$ cat config.mk
export PLATFORM = sky130hd
export DESIGN_NAME = beta_hazard_ctrl
export DESIGN_NICKNAME = d
export VERILOG_FILES = /design/src/rtl/beta_hazard_pkg.sv /design/src/rtl/load_use_detect.sv /design/src/rtl/beta_hazard_ctrl.sv
export SDC_FILE = /design/constraint.sdc
export NUM_CORES = 1
export LEC_CHECK = 0
export ABC_AREA = 1
export BUFFER_PORTS_ARGS = -buffer_cell sky130_fd_sc_hd__buf_2
export CORE_AREA = 2 2 41 43
export DETAILED_ROUTE_END_ITERATION = 10
export DIE_AREA = 0 0 43 45
export PLACE_DENSITY = 0.75
export SYNTH_ARGS = -nofsm -noshare
export SYNTH_HDL_FRONTEND = slang
export SYNTH_SLANG_ARGS = --single-unit
$ cat constraint.sdc
create_clock -name clk -period 1.7 [get_ports clk]
set_clock_uncertainty 0.1 [all_clocks]
set_input_delay 0.34 -clock clk [delete_from_list [all_inputs] [get_ports clk]]
set_output_delay 0.34 -clock clk [all_outputs]
set_load 0.02 [all_outputs]
$ cat src/rtl/beta_hazard_pkg.sv
// Shared types and constants for the Beta pipeline hazard controller.
package beta_hazard_pkg;

  typedef enum logic [1:0] {
    RUN      = 2'd0,
    LD_STALL = 2'd1,
    MEM_WAIT = 2'd2,
    IRQ_HOLD = 2'd3
  } hazard_state_t;

  localparam int unsigned REG_W = 5;
  localparam logic [REG_W-1:0] REG_ZERO = 5'd31;

  // Legal range of load-use bubbles; the counter holds the extra cycles only.
  localparam int unsigned LOAD_STALL_MIN = 1;
  localparam int unsigned LOAD_STALL_MAX = 3;
  localparam int unsigned STALL_CNT_W    = 2;

  localparam int unsigned PERF_W = 32;

endpackage

$ cat src/rtl/load_use_detect.sv
// Combinational load-use comparator between the ID sources and the EX load target.
module load_use_detect
  import beta_hazard_pkg::*;
(
  input  logic [REG_W-1:0] id_ra,
  input  logic [REG_W-1:0] id_rb,
  input  logic             id_uses_rb,
  input  logic [REG_W-1:0] ex_rc,
  input  logic             ex_memread,
  output logic             hazard_c
);

  logic ra_match;
  logic rb_match;

  always_comb begin
    ra_match = (ex_rc == id_ra);
    rb_match = id_uses_rb && (ex_rc == id_rb);
    // R31 reads as zero, so a load targeting it never produces a live value.
    hazard_c = ex_memread && (ex_rc != REG_ZERO) && (ra_match || rb_match);
  end

endmodule

$ cat src/rtl/beta_hazard_ctrl.sv
// Pipeline hazard/stall controller for the pipelined Beta core (Mealy controls).
// Optional HAZARD_PERF_EN adds stall_cycles / flush_count performance counters.
module beta_hazard_ctrl
  import beta_hazard_pkg::*;
#(
  parameter int unsigned LOAD_STALL_CYCLES = 1
) (
  input  logic             clk,
  input  logic             reset,
  input  logic             irq,
  input  logic             kernel_mode,
  input  logic [REG_W-1:0] id_ra,
  input  logic [REG_W-1:0] id_rb,
  input  logic             id_uses_rb,
  input  logic [REG_W-1:0] ex_rc,
  input  logic             ex_memread,
  input  logic             ex_branch_taken,
  input  logic             mem_req,
  input  logic             mem_ready,
  output logic             pc_en,
  output logic             ifid_en,
  output logic             idex_en,
  output logic             exmem_en,
  output logic             ifid_flush,
  output logic             idex_bubble,
  output logic             memwb_bubble,
  output logic             irq_take
`ifdef HAZARD_PERF_EN
  ,
  output logic [PERF_W-1:0] stall_cycles,
  output logic [PERF_W-1:0] flush_count
`endif
);

  hazard_state_t          state;
  hazard_state_t          state_nxt;
  hazard_state_t          ret_state;
  hazard_state_t          ret_state_nxt;
  logic [STALL_CNT_W-1:0] cnt;
  logic [STALL_CNT_W-1:0] cnt_nxt;
  logic                   hazard_c;
  logic                   mem_wait_c;

  load_use_detect u_load_use_detect (
    .id_ra      (id_ra),
    .id_rb      (id_rb),
    .id_uses_rb (id_uses_rb),
    .ex_rc      (ex_rc),
    .ex_memread (ex_memread),
    .hazard_c   (hazard_c)
  );

  assign mem_wait_c = mem_req && !mem_ready;

  // State, return-state and stall countdown registers.
  always_ff @(posedge clk) begin
    if (!reset) begin
      state     <= RUN;
      ret_state <= RUN;
      cnt       <= '0;
    end else begin
      state     <= state_nxt;
      ret_state <= ret_state_nxt;
      cnt       <= cnt_nxt;
    end
  end

  // Next state and pipeline controls; priority wait > branch > load-use > irq.
  always_comb begin
    state_nxt     = state;
    ret_state_nxt = ret_state;
    cnt_nxt       = cnt;
    pc_en         = 1'b1;
    ifid_en       = 1'b1;
    idex_en       = 1'b1;
    exmem_en      = 1'b1;
    ifid_flush    = 1'b0;
    idex_bubble   = 1'b0;
    memwb_bubble  = 1'b0;
    irq_take      = 1'b0;

    if (!reset) begin
      ifid_flush   = 1'b1;
      idex_bubble  = 1'b1;
      memwb_bubble = 1'b1;
    end else if (mem_wait_c) begin
      pc_en        = 1'b0;
      ifid_en      = 1'b0;
      idex_en      = 1'b0;
      exmem_en     = 1'b0;
      memwb_bubble = 1'b1;
      state_nxt    = MEM_WAIT;
      if (state != MEM_WAIT) begin
        ret_state_nxt = (state == LD_STALL) ? LD_STALL : RUN;
      end
    end else begin
      case (state)
        // Release cycle: memory data lands in MEM/WB, everything upstream holds.
        MEM_WAIT: begin
          pc_en     = 1'b0;
          ifid_en   = 1'b0;
          idex_en   = 1'b0;
          exmem_en  = 1'b0;
          state_nxt = ret_state;
        end

        LD_STALL: begin
          if (ex_branch_taken) begin
            ifid_flush  = 1'b1;
            idex_bubble = 1'b1;
            state_nxt   = RUN;
            cnt_nxt     = '0;
          end else begin
            pc_en       = 1'b0;
            ifid_en     = 1'b0;
            idex_bubble = 1'b1;
            if (cnt <= STALL_CNT_W'(1)) begin
              state_nxt = RUN;
              cnt_nxt   = '0;
            end else begin
              cnt_nxt = cnt - STALL_CNT_W'(1);
            end
          end
        end

        // RUN and IRQ_HOLD share decode; only RUN may accept an interrupt.
        default: begin
          state_nxt = RUN;
          if (ex_branch_taken) begin
            ifid_flush  = 1'b1;
            idex_bubble = 1'b1;
          end else if (hazard_c) begin
            pc_en       = 1'b0;
            ifid_en     = 1'b0;
            idex_bubble = 1'b1;
            if (LOAD_STALL_CYCLES > 1) begin
              state_nxt = LD_STALL;
              cnt_nxt   = STALL_CNT_W'(LOAD_STALL_CYCLES - 1);
            end
          end else if ((state == RUN) && irq && !kernel_mode) begin
            irq_take   = 1'b1;
            ifid_flush = 1'b1;
            state_nxt  = IRQ_HOLD;
          end
        end
      endcase
    end
  end

`ifdef HAZARD_PERF_EN
  // Outside reset, ifid_flush is raised only by a branch flush or irq entry.
  always_ff @(posedge clk) begin
    if (!reset) begin
      stall_cycles <= '0;
      flush_count  <= '0;
    end else begin
      if (!pc_en) begin
        stall_cycles <= stall_cycles + PERF_W'(1);
      end
      if (ifid_flush) begin
        flush_count <= flush_count + PERF_W'(1);
      end
    end
  end
`endif

endmodule

## Word-level counts from Yosys, hierarchy flattened

Index checks and enable logic that the tools add are counted.

| word-level totals | value |
|---|---|
| flip-flop bits (word level) | 6 |
| output and inout port bits | 8 |

| operators by class | value |
|---|---|
| add/subtract/negate cells | 1 |
| order comparisons | 1 |
| equality and inequality tests | 8 |
| mux-type cells | 36 |
| bitwise gates (word level) | 2 |
| reduce and logical (&&, ||, !) cells | 14 |

Operators with widths:

| kind | number |
|---|---|
| 1-bit 2-to-1 mux | 24 |
| 2-bit 2-to-1 mux | 8 |
| 5-bit equality test | 2 |
| 1-bit logical AND | 6 |
| 1-bit case mux with 2 select lines | 3 |
| 5-bit inequality test, second input constant | 1 |
| 4-bit by 3-bit inequality test with 1-bit output, second input constant | 1 |
| 2-bit case mux with 2 select lines | 1 |
| 2-bit AND reduction | 2 |
| 2-bit OR reduction | 2 |
| 3-bit by 2-bit inequality test with 1-bit output, second input constant | 1 |
| 2-bit by 1-bit equality test with 1-bit output, second input constant | 1 |
| 2-bit equality test, second input constant | 1 |
| 2-bit by 1-bit <= comparator with 1-bit output, second input constant | 1 |
| 1-bit logical NOT | 2 |
| 2-bit logical NOT | 1 |
| 2-bit inequality test, second input constant | 1 |
| 1-bit NOT | 2 |
| 2-bit by 1-bit subtractor with 2-bit output, second input constant | 1 |
| 1-bit logical OR | 1 |

## Depth between registers and ports, before layout

Gate-level depths: netlist of run 1.

| depth | value |
|---|---|
| word-level depth | 9 |
| depth in mapped cells | 10 |

## Hierarchy

From an unflattened synthesis of run 1, not the netlist that was laid out.

| unflattened totals | value |
|---|---|
| cells, all modules | 112 |
| area, all modules | 589.3 sq um |

By module, submodules not included:

| module | times used | cells an instance | area each (sq um) | seq. area each (sq um) |
|---|---|---|---|---|
| beta_hazard_ctrl | 1 | 61 | 380.4 | 100.1 |
| load_use_detect | 1 | 51 | 209.0 | 0.0 |

## Least setup slack after synthesis of run 1

No wires, ideal clock.

| path | value |
|---|---|
| kind | reg2out |
| start | register state[0] |
| end | output port idex_en |
| data arrival time | 1.393 ns |
| slack | -0.133 ns |
| stages on the path, launching flop included | 5 |
| cells stage by stage | dfxtp_1 -> inv_1 -> ha_1 -> o21ai_0 -> buf_4 |

| between the ends | value |
|---|---|
| cells in the longest elaborated chain, start to end | 4 |

RTL lines:

| item | RTL line | source |
|---|---|---|
| start: declaration | beta_hazard_ctrl.sv:35 | `hazard_state_t state;` |
| start signal: assignment | beta_hazard_ctrl.sv:62 | `state <= state_nxt;` |
| 2-bit equality test | - |  |
| 1-bit 2-to-1 mux (3 in series) | - |  |
| end: declaration | beta_hazard_ctrl.sv:22 | `output logic idex_en,` |

Every way passes these cells.

## Worst setup path after layout of run 1

| path | value |
|---|---|
| start | register state[1] |
| end | output port ifid_flush |

| between the ends | value |
|---|---|
| cells in the longest elaborated chain, start to end | 9 |
| elaborated cells on any way between the ends | 11 |
| classes of those cells | 2 x eq/ne; 6 x mux; 3 x reduce/logical |

RTL lines:

| item | RTL line | source |
|---|---|---|
| 2-bit logical NOT | beta_hazard_ctrl.sv:140 | `end else if ((state == RUN) && irq && !kernel_mode) begin` |
| 1-bit logical AND (2 in series) | beta_hazard_ctrl.sv:140 |  |
| 1-bit 2-to-1 mux | beta_hazard_ctrl.sv:140 |  |
| 1-bit 2-to-1 mux | beta_hazard_ctrl.sv:132 | `end else if (hazard_c) begin` |
| 1-bit 2-to-1 mux | beta_hazard_ctrl.sv:129 | `if (ex_branch_taken) begin` |
| 1-bit case mux with 2 select lines * | beta_hazard_ctrl.sv:97 | `case (state)` |
| 1-bit 2-to-1 mux * | beta_hazard_ctrl.sv:86 | `end else if (mem_wait_c) begin` |
| 1-bit 2-to-1 mux * | beta_hazard_ctrl.sv:82 | `if (!reset) begin` |
| end: declaration | beta_hazard_ctrl.sv:24 | `output logic ifid_flush,` |

Every way passes the cells marked *; elsewhere a longest branch is shown, timed or not.

==> run summary, run 1 <==
The run finished, with violations left. The checks that failed: negative setup slack. The internal portion of the total power is 0.000301 W. TritonCTS built the clock tree. The number of distinct library cells after synthesis came out at 23. The pre-antenna-repair detailed-routing pass consisted of 4 iterations.

The synthesized-area fraction occupied by ao, oa, aoi and oai cells is 0.139. The post-synthesis to final-layout area growth is 55.2%. The tool flagged a number of max-cap violations equal to 0. The number of buffers inserted by hold repair at cts is 0. The antenna diode instance count is 0. The number of antenna-violating nets in the routed design came out at 0.

The synthesized instance count came out at 110. The proportion of power drawn by the clock network came out at 0.293. The insertion delay of the later-clocked pin in the worst-skew pair is 240 ps. The number of placed cells counting well taps came out at 158. The required time of the worst setup path came out at 1260 ps. The number of failing setup endpoints in the final timing report is 5.

The time the final worst path needs with I/O delays and setup is 1800 ps. The first-pass GRT wire length came out at 2.46 mm. The final instance area came out at 961 µm². The floorplan has 14 rows.

The synthesized flop and latch total is 5. The xor and xnor area share after synthesis came out at 0.0141. Setup repair after global routing could not meet its margin everywhere. The mux contribution to synthesized area came out at 0. The number of pins with negative max-slew slack in the final report is 0. The post-route DRC violation count is 0. The number of top-level design ports is 32. The die extent in y came out at 45 µm.

Along the worst path, the maximum fanout reaches 4. After legalization and detailed placement, the total HPWL measured 1.22 mm. The overall track demand over capacity in global routing came out at 0.162. The library cells used most frequently in the layout, excluding fill and tap cells, are 29 x sky130_fd_sc_hd__nand2_1, 22 x sky130_fd_sc_hd__inv_1, 20 x sky130_fd_sc_hd__buf_2, 13 x sky130_fd_sc_hd__buf_4, 11 x sky130_fd_sc_hd__nor2_1.

The critical path is of the register to output pin type. The count of nets after finishing is 177. The critical path arrival is 1360 ps. The register share of total power is 0.271. The post-synth net total is 137.

For this configuration, the core starts out at a cell density of 0.421. After layout, the worst setup slack is -102 ps. Clock tree synthesis selected as its root buffer the cell sky130_fd_sc_hd__clkbuf_4. The area of the die came out at 0.00194 mm². For this design the ratio of total power to cell area is 472 mW/mm².

From left edge to right edge, the die measures 43 µm. The first-iteration detailed-routing DRC count is 8. The measured slew at the worst slew-check pin is 227 ps. The average size of a mapped cell is 5.63 µm². Of the total power, the share spent switching nets is 0.336. The basic-gate share of the synthesized area counting and, or, nand and nor cells came out at 0.442. The worst hold path belongs to the class input pin to register.

The post-route fraction of the period consumed by the critical path is 1.06. The number of non-filler instances in the completed layout came out at 165. The final layout contains routed wiring with a total length of 1.47 mm. The total overflow reported by the global router is 0. The routed length per placed instance is 8.92 µm. The number of levels the H-tree was split into came out at 1. In this run the tool buffered the top-level ports with 31 buffer cells. The worst vdd rail ir drop is 0.000490 V. The share of layout cells above drive strength 1 came out at 0.450. The placer's final routability congestion estimate is 0.791. The largest net degree at the start of global routing came out at 9. The number of antenna violations at the first check in global routing is 0. The headroom to the max-slew limit is 0.848. The Yosys step of the flow raised 0 warnings. Of the total power, combinational logic draws 0.436. The maximum clock rate came out at 0.555 GHz. The library cell used most frequently in the layout, excluding fill and tap cells, is sky130_fd_sc_hd__nand2_1. The number of global-route vias before repair came out at 669. CTS saw 5 sinks. The fraction of the yosys area taken by sequential cells is 0.162.

The number of clock buffers added by TritonCTS is 3. Once placement finished, the instance area stood at 807 µm². The static power due to leakage came out at 0.509 nW. The detail-routed via count per cell is 4.62. After synthesis, the largest family of logic cells by area is simple AND/OR/NAND/NOR gates.

The final route contains 762 vias. The floorplan step defined a core boundary enclosing 0.00147 mm². The analysis attributes to net switching a power of 0.000153 W. The count of endpoints failing hold in the final timing report is 0. The adder-cell share of the synthesized area came out at 0.0606.

The worst-case clock buffer depth came out at 2. The clock-pin slew reported for the worst setup and hold paths after clock tree synthesis came out at 40 ps. The critical path launch point type is a register. The post-synthesis cell area came out at 619 µm². The element type at the critical path end is an output pin.
state kept, by name, summed over array words and instances (netlist names):
name,count
ret_state,1
cnt,2
state,2
metal layers:
layer	track usage	routed length, µm
met5	0	0
met4	0.0182	6
met3	0.0440	96
met2	0.312	704
met1	0.185	664
metrics by stage:
| stage | hold WS [ps] | TNS (ps) | power [W] | utilization | setup slack (ps) |
|---|---|---|---|---|---|
| after floorplan | 323 | 0 | 0.000223 | - | 28.4 |
| after global placement | 342 | -82.4 | 0.000282 | 0.548 | -61.3 |
| after detailed placement | 342 | -170 | 0.000285 | 0.548 | -84.3 |
| after CTS | 321 | -358 | 0.000445 | 0.613 | -96.7 |
| after global routing | 357 | -752 | 0.000485 | 0.653 | -178 |
| final | 338 | -391 | 0.000454 | 0.653 | -102 |
power by group through the flow:
stage / logic (W) / registers (W) / clock network (W)
floorplan: 0.0000985 / 0.000125 / 0
finish: 0.000198 / 0.000123 / 0.000133
global placement: 0.000157 / 0.000125 / 0
global route: 0.000220 / 0.000123 / 0.000141
CTS: 0.000184 / 0.000123 / 0.000137
detailed placement: 0.000160 / 0.000125 / 0
worst max-delay path, cell delays in order (launching register included):
cell	delay (ps)
sky130_fd_sc_hd__dfxtp_2	340
sky130_fd_sc_hd__inv_4	50
sky130_fd_sc_hd__ha_4	260
sky130_fd_sc_hd__o21ai_2	60
sky130_fd_sc_hd__nand3_2	120
sky130_fd_sc_hd__o21ai_2	160
sky130_fd_sc_hd__buf_6	130
logic make-up after synthesis:
| family | Yosys count |
|---|---|
| and+or+nand+nor | 59 |
| buffers and inverters | 28 |
| AOI/OAI and AO/OA | 14 |
| DFF | 5 |
| adders and majority gates | 3 |
| xor gates and xnor gates | 1 |
Yosys cell counts:
cell | number | area [µm²]
sky130_fd_sc_hd__inv_1 | 25 | 93.8
sky130_fd_sc_hd__nand2_1 | 30 | 113
sky130_fd_sc_hd__nor3_2 | 1 | 10.0
sky130_fd_sc_hd__o21ai_2 | 1 | 8.76
sky130_fd_sc_hd__nor2_1 | 15 | 56.3
sky130_fd_sc_hd__nand4_1 | 1 | 6.26
sky130_fd_sc_hd__o21a_2 | 1 | 8.76
sky130_fd_sc_hd__nand3_1 | 4 | 20.0
sky130_fd_sc_hd__or2_0 | 1 | 6.26
sky130_fd_sc_hd__nand3_2 | 2 | 20.0
sky130_fd_sc_hd__a21oi_1 | 4 | 20.0
sky130_fd_sc_hd__nand2_2 | 2 | 12.5
sky130_fd_sc_hd__buf_4 | 2 | 15.0
sky130_fd_sc_hd__nor2_4 | 1 | 11.3
sky130_fd_sc_hd__ha_1 | 3 | 37.5
sky130_fd_sc_hd__dfxtp_1 | 5 | 100
sky130_fd_sc_hd__inv_2 | 1 | 3.75
sky130_fd_sc_hd__a21oi_2 | 2 | 17.5
sky130_fd_sc_hd__o21ai_0 | 5 | 25.0
sky130_fd_sc_hd__nand4_2 | 1 | 12.5
sky130_fd_sc_hd__xnor2_1 | 1 | 8.76
sky130_fd_sc_hd__nor4_1 | 1 | 6.26
sky130_fd_sc_hd__a31oi_1 | 1 | 6.26
layout make-up:
| class | count | area, µm² |
|---|---|---|
| clock buffer | 4 | 26.3 |
| fill | 135 | 510 |
| inverter | 26 | 100 |
| multi-input combinational | 77 | 467 |
| sequential | 5 | 105 |
| tap | 16 | 20.0 |
| timing repair buffer | 37 | 243 |
final timing paths:
path	startpoint	endpoint	slack [ps]	cells past startpoint
max	state[1]	ifid_flush	-100	6
min	kernel_mode	state[1]	340	4
max reg2reg	state[1]	state[1]	140	9
min reg2reg	ret_state[0]	ret_state[0]	350	2
what timing repair did:
action | 4_1_cts | 5_1_grt
setup endpoints to repair | 6 | 8
buffers inserted | 2 | 1
pin swaps | 4 | 8
gates resized for setup | 18 | 16
endpoints found under the hold margin | 0 | 0
Note: power is estimated with default switching activity, not from simulation.
==> run 2, diff against run 1 <==
--- a/config.mk
+++ b/config.mk
@@ -5,12 +5,11 @@
 export SDC_FILE = /design/constraint.sdc
 export NUM_CORES = 1
 export LEC_CHECK = 0
-export ABC_AREA = 1
 export BUFFER_PORTS_ARGS = -buffer_cell sky130_fd_sc_hd__buf_2
-export CORE_AREA = 2 2 41 43
+export CORE_AREA = 2 2 39 41
 export DETAILED_ROUTE_END_ITERATION = 10
-export DIE_AREA = 0 0 43 45
-export PLACE_DENSITY = 0.75
+export DIE_AREA = 0 0 41 43
+export PLACE_DENSITY = 0.72
 export SYNTH_ARGS = -nofsm -noshare
 export SYNTH_HDL_FRONTEND = slang
 export SYNTH_SLANG_ARGS = --single-unit
==> run 2 against run 1 <==
  * The run still ends with negative setup slack left
  * First-iteration DRC count unchanged
  * Clock power rose by 8%
  * Sequential share of layout area is 0.34 points higher
  * Hold slack worse by 20 ps
  * Cell area is 5.3% lower
  * Die area shrank 8.9%
  * Critical path depth increased by 1
  * Core utilization grew 0.43 points
  * Maximum frequency down 11%
  * Synthesized cell count decreased by 37%
  * Non-clock buffer count grew 7
  * Largest power group unchanged
==> run summary, run 2 <==
The run finished, with violations left. The checks that failed: negative setup slack. The count of input and output buffers came out at 31 (unchanged).

The number of detailed-routing iterations run before antenna repair came out at 4 (unchanged). Among all stages on the critical path, the largest delay is contributed by sky130_fd_sc_hd__nor4_1. In this design, the critical path's most frequently occurring cell is sky130_fd_sc_hd__buf_6.

The starting utilization of the core area is 0.361 (-0.0602). The proportion of total power due to net switching is 0.323 (-0.0130). The required time of the worst setup path is 1260 ps (about the same). The number of global-route vias before repair came out at 640 (-4.3%).

The post-synth net total came to 96 (-30%). The proportion of power drawn by the clock network came out at 0.311 (+0.018). Among all flip-flop cells after synthesis, the most frequent one is sky130_fd_sc_hd__dfxtp_1. The first-iteration detailed-routing DRC count is 8 (unchanged). The fraction of the yosys area taken by sequential cells came out at 0.201 (+0.0389).

The number of antenna violations at the first check in global routing is 0 (unchanged). The routed length per placed instance came out at 12.1 µm (+35%). The overall track demand over capacity in global routing came out at 0.198 (+0.0356). The half-perimeter wire length after placement is 1.24 mm (+1.4%). The clock sink total came to 5 (unchanged). The number of antenna-violating nets in the routed design is 0 (unchanged). The critical path buffer and inverter count came out at 2 (unchanged). The signal on the critical path passes through buf_6 -> xor2_2 -> nor4_1 -> nand3_1 -> a21oi_4 -> and3b_2 -> buf_6. The number of distinct library cells after synthesis came out at 26 (+13%).

Setup repair after global routing could not meet its margin everywhere. The number of buffers inserted by hold repair at cts came out at 0 (unchanged). The number of pins with negative max-slew slack in the final report is 0 (unchanged). The setup slack of the worst register-to-register path is 110 ps (-30 ps).

The maximum clock rate is 0.493 GHz (-11%). The antenna diode instance count came out at 0 (unchanged). By count the netlist is led by 8 x sky130_fd_sc_hd__nand2_1, 7 x sky130_fd_sc_hd__xor2_1, 6 x sky130_fd_sc_hd__o21ai_0.

In the post-synthesis netlist, the biggest area contributors are sky130_fd_sc_hd__dfxtp_1 20%, sky130_fd_sc_hd__xor2_1 12%, sky130_fd_sc_hd__ha_1 7.5%. The element type at the critical path end is an output pin. The type of the tightest min-delay check is input pin to register. The number of failing setup endpoints in the final timing report came out at 5 (unchanged).

The count of nets after finishing is 142 (-20%). The post-synthesis to final-layout area growth came out at 82.2%. The buffer type at the clock tree root is sky130_fd_sc_hd__clkbuf_4.

The worst-case clock buffer depth came out at 2 (unchanged). The post-synthesis cell area is 499 µm² (-19%). The time the final worst path needs with I/O delays and setup came to 2030 ps (+228 ps). The number of levels the H-tree was split into is 1 (unchanged).

The post-route fraction of the period consumed by the critical path came to 1.19 (+0.134). The measured slew at the worst slew-check pin came to 358 ps (+131 ps). The first-pass GRT wire length is 2.37 mm (-3.4%). The average size of a mapped cell is 7.24 µm² (+29%). The proportion of synthesized flip-flops having asynchronous set or reset is 0 (unchanged). The die outline width came out at 41 µm (-4.7%). The delay contributed by the slowest stage of the critical path came to 260 ps (-80 ps).

The insertion delay of the later-clocked pin in the worst-skew pair is 250 ps (about the same). The combinational share of power is 0.426 (-0.010). The headroom to the max-slew limit is 0.761 (-0.0866).

The total number of placement rows came out at 14 (unchanged). Summed over all instances, the cell type with the most area after synthesis is sky130_fd_sc_hd__dfxtp_1. The synthesized instance count came out at 69 (-37%). The share of the core filled with cells in the final layout is 0.657 (+0.00426). The total overflow reported by the global router came out at 0 (unchanged). The number of enable-type register cells in the synthesized netlist is 0 (unchanged). In the final layout, the registers with the most flip-flops are cnt: 2 flops, state: 2 flops, ret_state: 1 flops. The critical path launch point type is an input pin.

The area of the core came to 0.00138 mm² (-6.0%). In the layout the commonest cells are 21 x sky130_fd_sc_hd__buf_2, 14 x sky130_fd_sc_hd__buf_4, 9 x sky130_fd_sc_hd__buf_6, 8 x sky130_fd_sc_hd__nand2_1, 6 x sky130_fd_sc_hd__xor2_1. The static power due to leakage came to 0.414 nW (-19%).

The share of layout cells above drive strength 1 is 0.535 (+0.0854). The register share of total power came out at 0.263 (-0.008). The worst vdd rail ir drop came to 0.000200 V (-59%). The post-place setup slack is -385 ps (-300 ps). The largest net degree at the start of global routing came to 9 (unchanged). The number of max-cap violations came out at 0 (unchanged). The category of cells accounting for the largest share of critical-path delay is simple AND/OR/NAND/NOR gates. Leaving out fill and tap cells, the most frequent cell in the layout is sky130_fd_sc_hd__buf_2. The area of the die is 0.00176 mm² (-8.9%). The most frequent cell after synthesis is sky130_fd_sc_hd__nand2_1.

The clock-pin slew reported for the worst setup and hold paths after clock tree synthesis came out at 50 ps (about the same). The clock buffer count from CTS came out at 3 (unchanged). TritonCTS built the clock tree. The total power consumption of the routed design came out at 0.000462 W (+1.8%). The placer's final routability congestion estimate came to 0.809 (+2.3%). The post-route DRC violation count came out at 0 (unchanged). The detail-routed via count per cell came out at 5.17 (+12%). The fraction of synthesized cell area taken by the top area cell type came to 0.201 (+0.0187). The minimum setup slack in the final design is -330 ps (-228 ps). The number of synthesis warnings is 0 (unchanged).

The critical path arrival was 1590 ps (+230 ps). By startpoint and endpoint, the worst setup path is classified as input pin to output pin. The highest fanout seen on the critical path is 4 (unchanged). The internal power of the cells came out at 0.000313 W (+3.8%).

The power density normalized to cell area is 508 mW/mm² (+7.6%). The die extent in y came out at 43 µm (-4.4%). The number of top-level design ports was 32 (unchanged).

The number of vias in the routed layout is 672 (-12%). The wire length after detailed routing is 1.57 mm (+6.7%). The count of endpoints failing hold in the final timing report came out at 0 (unchanged). The synthesized flop and latch total came out at 5 (unchanged). The net switching component of the power was 0.000149 W (-2.1%).
[run 2: cell families (layout without fill, tap and decap cells)]
kind of cell | count (synthesis) | in the layout | synth area share
simple gates | 26 | 26 | 0.258
compound gates | 17 | 17 | 0.216
xor+xnor | 10 | 10 | 0.175
buf+inv | 8 | 53 | 0.0752
flops | 5 | 5 | 0.201
fa+ha+maj | 3 | 3 | 0.0752
[run 2: final timing paths]
check | start | endpoint | cells after the start
min reg2reg | cnt[1] | cnt[1] | 2
max reg2reg | state[0] | state[1] | 8
max | id_rb[2] | irq_take | 7
min | reset | cnt[1] | 3
[run 2: worst register-to-register path, cell delays in order, from the launching register on]
cell	delay [ps]
sky130_fd_sc_hd__dfxtp_2	330
sky130_fd_sc_hd__inv_2	50
sky130_fd_sc_hd__ha_4	250
sky130_fd_sc_hd__buf_4	150
sky130_fd_sc_hd__nor2_4	90
sky130_fd_sc_hd__nand2_1	90
sky130_fd_sc_hd__buf_4	140
sky130_fd_sc_hd__buf_4	120
sky130_fd_sc_hd__o31ai_1	200
[run 2: power by group through the flow]
stage	Clock (W)	Sequential, W	Combinational [W]
after floorplan	0	0.000123	0.0000945
after global placement	0	0.000123	0.000162
after detailed placement	0	0.000123	0.000165
after CTS	0.000142	0.000121	0.000187
after global routing	0.000149	0.000122	0.000212
final	0.000144	0.000122	0.000197
[run 2: through the flow]
stage	TNS [ps]	hold slack (ps)	area, µm²	cells
3_3_place_gp	-1630	336	783	123
3_5_place_dp	-1800	368	783	123
6_report	-1570	318	910	130
5_1_grt	-1910	333	910	130
2_1_floorplan	-436	324	552	69
4_1_cts	-1710	317	886	130
[run 2: layout make-up]
class / instances / area [µm²]
flip-flops and latches: 5 / 103
multi-input cells: 56 / 430
inverters: 5 / 18.8
clock buffers: 4 / 26.3
well taps: 16 / 20.0
fillers: 118 / 474
repair buffers: 44 / 312
[run 2: routing by layer]
| metal | GRT usage | up-vias | wire length [µm] |
|---|---|---|---|
| li1 | - | 329 | - |
| met1 | 0.212 | 307 | 586 |
| met2 | 0.331 | 28 | 834 |
| met3 | 0.0157 | 8 | 79 |
| met4 | 0.147 | 0 | 69 |
| met5 | 0 | - | 0 |
[run 2: timing repair]
item | CTS | global route
endpoints found under the setup margin | 6 | 8
buffers inserted | 3 | 0
resized for setup | 16 | 8
pin swaps | 9 | 4
==> run 3, diff against run 2 <==
==> constraint.sdc (replaced) <==
create_clock -name clk -period 2.3 [get_ports clk]
set_clock_uncertainty 0.1 [all_clocks]
set_input_delay 0.46 -clock clk [delete_from_list [all_inputs] [get_ports clk]]
set_output_delay 0.46 -clock clk [all_outputs]
set_load 0.02 [all_outputs]
==> run 3 against run 2 <==
  * The run now ends clean
  * Cell area down 13%
  * Non-clock buffer count down 10
  * Total power down 33%
  * Hold slack better by 32 ps
  * Combinational power down 40%
  * Global-route usage down 3.5 points
  * Clock power down 29%
  * Largest cell class unchanged
==> run summary, run 3 (same netlist as run 2, synthesis figures left out) <==
The largest registers in the layout are cnt: 2 flops, state: 2 flops, ret_state: 1 flops. The critical path arrival is 1680 ps (+90 ps). The number of levels the H-tree was split into came out at 1 (unchanged). The number of vias in the routed layout came out at 613 (-8.8%). The number of top-level design ports is 32 (unchanged). The detail-routed via count per cell came out at 5.11 (-1.2%). The area of the core came out at 0.00138 mm² (unchanged). The power density normalized to cell area is 392 mW/mm² (-23%). The flow ran to the end, and the final reports show no timing, DRC or antenna violations. The number of detailed-routing iterations run before antenna repair came out at 6 (+2). The total area of sequential cells was 101 µm² (-1.2%). The total number of placement rows is 14 (unchanged). The smallest clock period supported by the final layout is computed as 2240 ps.

The number of buffers inserted by hold repair at cts is 0 (unchanged). The clock sink total is 5 (unchanged). Setup repair after global routing could not meet its margin everywhere.

The final sum of negative setup slack is 0 ps (+1570 ps). The measured slew at the worst slew-check pin came out at 349 ps (-9.36 ps). The element type at the critical path end is an output pin. The worst-case clock buffer depth is 2 (unchanged).

The library cell used most frequently in the layout, excluding fill and tap cells, is sky130_fd_sc_hd__buf_2. Among the stages of the critical path, the cell type that occurs most often is sky130_fd_sc_hd__inv_1. The delay contributed by the slowest stage of the critical path is 350 ps (+90 ps).

The detailed route wirelength on metal2 was 734 µm (-12%). The count of endpoints failing hold in the final timing report is 0 (unchanged). The first-pass GRT wire length was 1.97 mm (-17%). In this run the top signal layer used is met4. The number of global-route vias before repair came out at 562 (-12%). The area occupied by multi-input gates came to 417 µm² (-3.2%). Traced cell by cell, the critical path runs through inv_1 -> ha_4 -> inv_1 -> o21ai_1 -> o21a_1 -> o41ai_2 -> buf_4. The worst setup path is launched from a register.

The headroom to the max-slew limit came out at 0.767 (+0.00625). The number of non-filler instances in the completed layout is 120 (-7.7%). The cell at the slowest stage of the critical path is sky130_fd_sc_hd__dfxtp_2. The number of filler cells placed in the layout is 134 (+14%). The post-route DRC violation count is 0 (unchanged). The number of placed cells counting well taps came out at 114 (-7.3%). The met3 wire length came out at 115 µm (+46%). The static power due to leakage came to 0.355 nW (-14%). The number of antenna violations at the first check in global routing came out at 0 (unchanged). The die outline width is 41 µm (unchanged).

The number of antenna-violating nets in the routed design came out at 0 (unchanged). The first-iteration detailed-routing DRC count is 10 (+2). The routed length per placed instance came out at 11.7 µm (-2.9%).

The required time of the worst setup path came out at 1740 ps (+480 ps). In this run the clock root is driven by a sky130_fd_sc_hd__clkbuf_4. The count of input and output buffers was 31 (unchanged). Timing would allow up to 0.446 GHz. The placer's final routability congestion estimate was 0.750 (-7.3%).

The overall track demand over capacity in global routing came out at 0.162 (-0.0355). The area of the die is 0.00176 mm² (unchanged). The highest fanout seen on the critical path was 4 (unchanged). The number of pins with negative max-slew slack in the final report was 0 (unchanged). The starting utilization of the core area is 0.361 (unchanged). The top cell types in the final layout, fill and taps aside, are 24 x sky130_fd_sc_hd__buf_2, 8 x sky130_fd_sc_hd__nand2_1, 6 x sky130_fd_sc_hd__buf_4.

The wire length after detailed routing was 1.41 mm (-10%). The clock-pin slew reported for the worst setup and hold paths after clock tree synthesis came to 50 ps (about the same). The clock tree from TritonCTS is built. The largest net degree at the start of global routing came to 9 (unchanged). The count of nets after finishing is 132 (-7.0%). The clock buffer count from CTS is 3 (unchanged). Compared with the post-synthesis result, the final layout area differs by 58.9%. The die extent in y is 43 µm (unchanged). The worst vdd rail ir drop was 0.000184 V (-7.8%). The critical path in this run is classified as register to output pin. The total overflow reported by the global router is 0 (unchanged). The sum of routed wire segments on met1 is 539 µm (-8.0%). The insertion delay of the later-clocked pin in the worst-skew pair is 240 ps (about the same). The post-route fraction of the period consumed by the critical path is 0.974. The number of failing setup endpoints in the final timing report is 0 (-5). The number of max-cap violations came out at 0 (unchanged). The share of layout cells above drive strength 1 is 0.442 (-0.0928). The antenna diode instance count is 0 (unchanged). The type of the tightest min-delay check is register to register. The half-perimeter wire length after placement came out at 1.02 mm (-18%).
[run 3: cell types whose count changed in the layout (fill, tap and decap cells not counted), sizes merged]
| cell | before | now |
|---|---|---|
| buf | 44 | 34 |
[run 3: final cells by class]
class | instances | area share
multi-input cells | 56 | 0.525
well taps | 16 | 0.0252
inverters | 5 | 0.0237
flip-flops and latches | 5 | 0.128
repair buffers | 34 | 0.265
clock buffers | 4 | 0.0331
[run 3: path summary, 6_finish.rpt]
path,depth (start not counted),start,slack (ps),endpoint
setup / recovery,7,state[0],60,ifid_flush
hold / removal,2,cnt[1],350,cnt[1]
hold reg to reg,2,cnt[1],350,cnt[1]
setup reg to reg,6,state[0],810,state[1]
[run 3: where the power goes]
part,switching (W),internal [W],total [W]
registers,0.00000122,0.0000886,0.0000899
logic,0.0000622,0.0000573,0.000119
clock network,0.0000364,0.0000656,0.000102
[run 3: worst max-delay path: cells and delay by family, from the launching register on]
family | cells | cell delay [ps]
compound gates | 3 | 490
flops | 1 | 350
fa+ha+maj | 1 | 310
buf+inv | 3 | 300
[run 3: what timing repair did]
| action | 4_1_cts | 5_1_grt |
|---|---|---|
| gates resized for setup | 0 | 21 |
| setup endpoints to repair | 0 | 5 |
| setup buffers | 0 | 2 |
[run 3: per-layer routing]
metal  vias to the layer above  GRT usage
met5                         -          0
met4                         0     0.0800
met3                         2     0.0314
met2                        36      0.278
met1                       268      0.176
li1                        307          -
[run 3: per-stage QoR]
stage	util	setup WS [ps]	power [W]	area, µm²	hold slack (ps)
final	0.573	59.8	0.000311	793	350
after global routing	0.573	-42.1	0.000331	793	364
after CTS	0.498	8.65	0.000290	689	351
after detailed placement	0.479	23.3	0.000187	663	343
after global placement	0.479	48.6	0.000185	663	341
after floorplan	-	41.7	0.000149	499	324
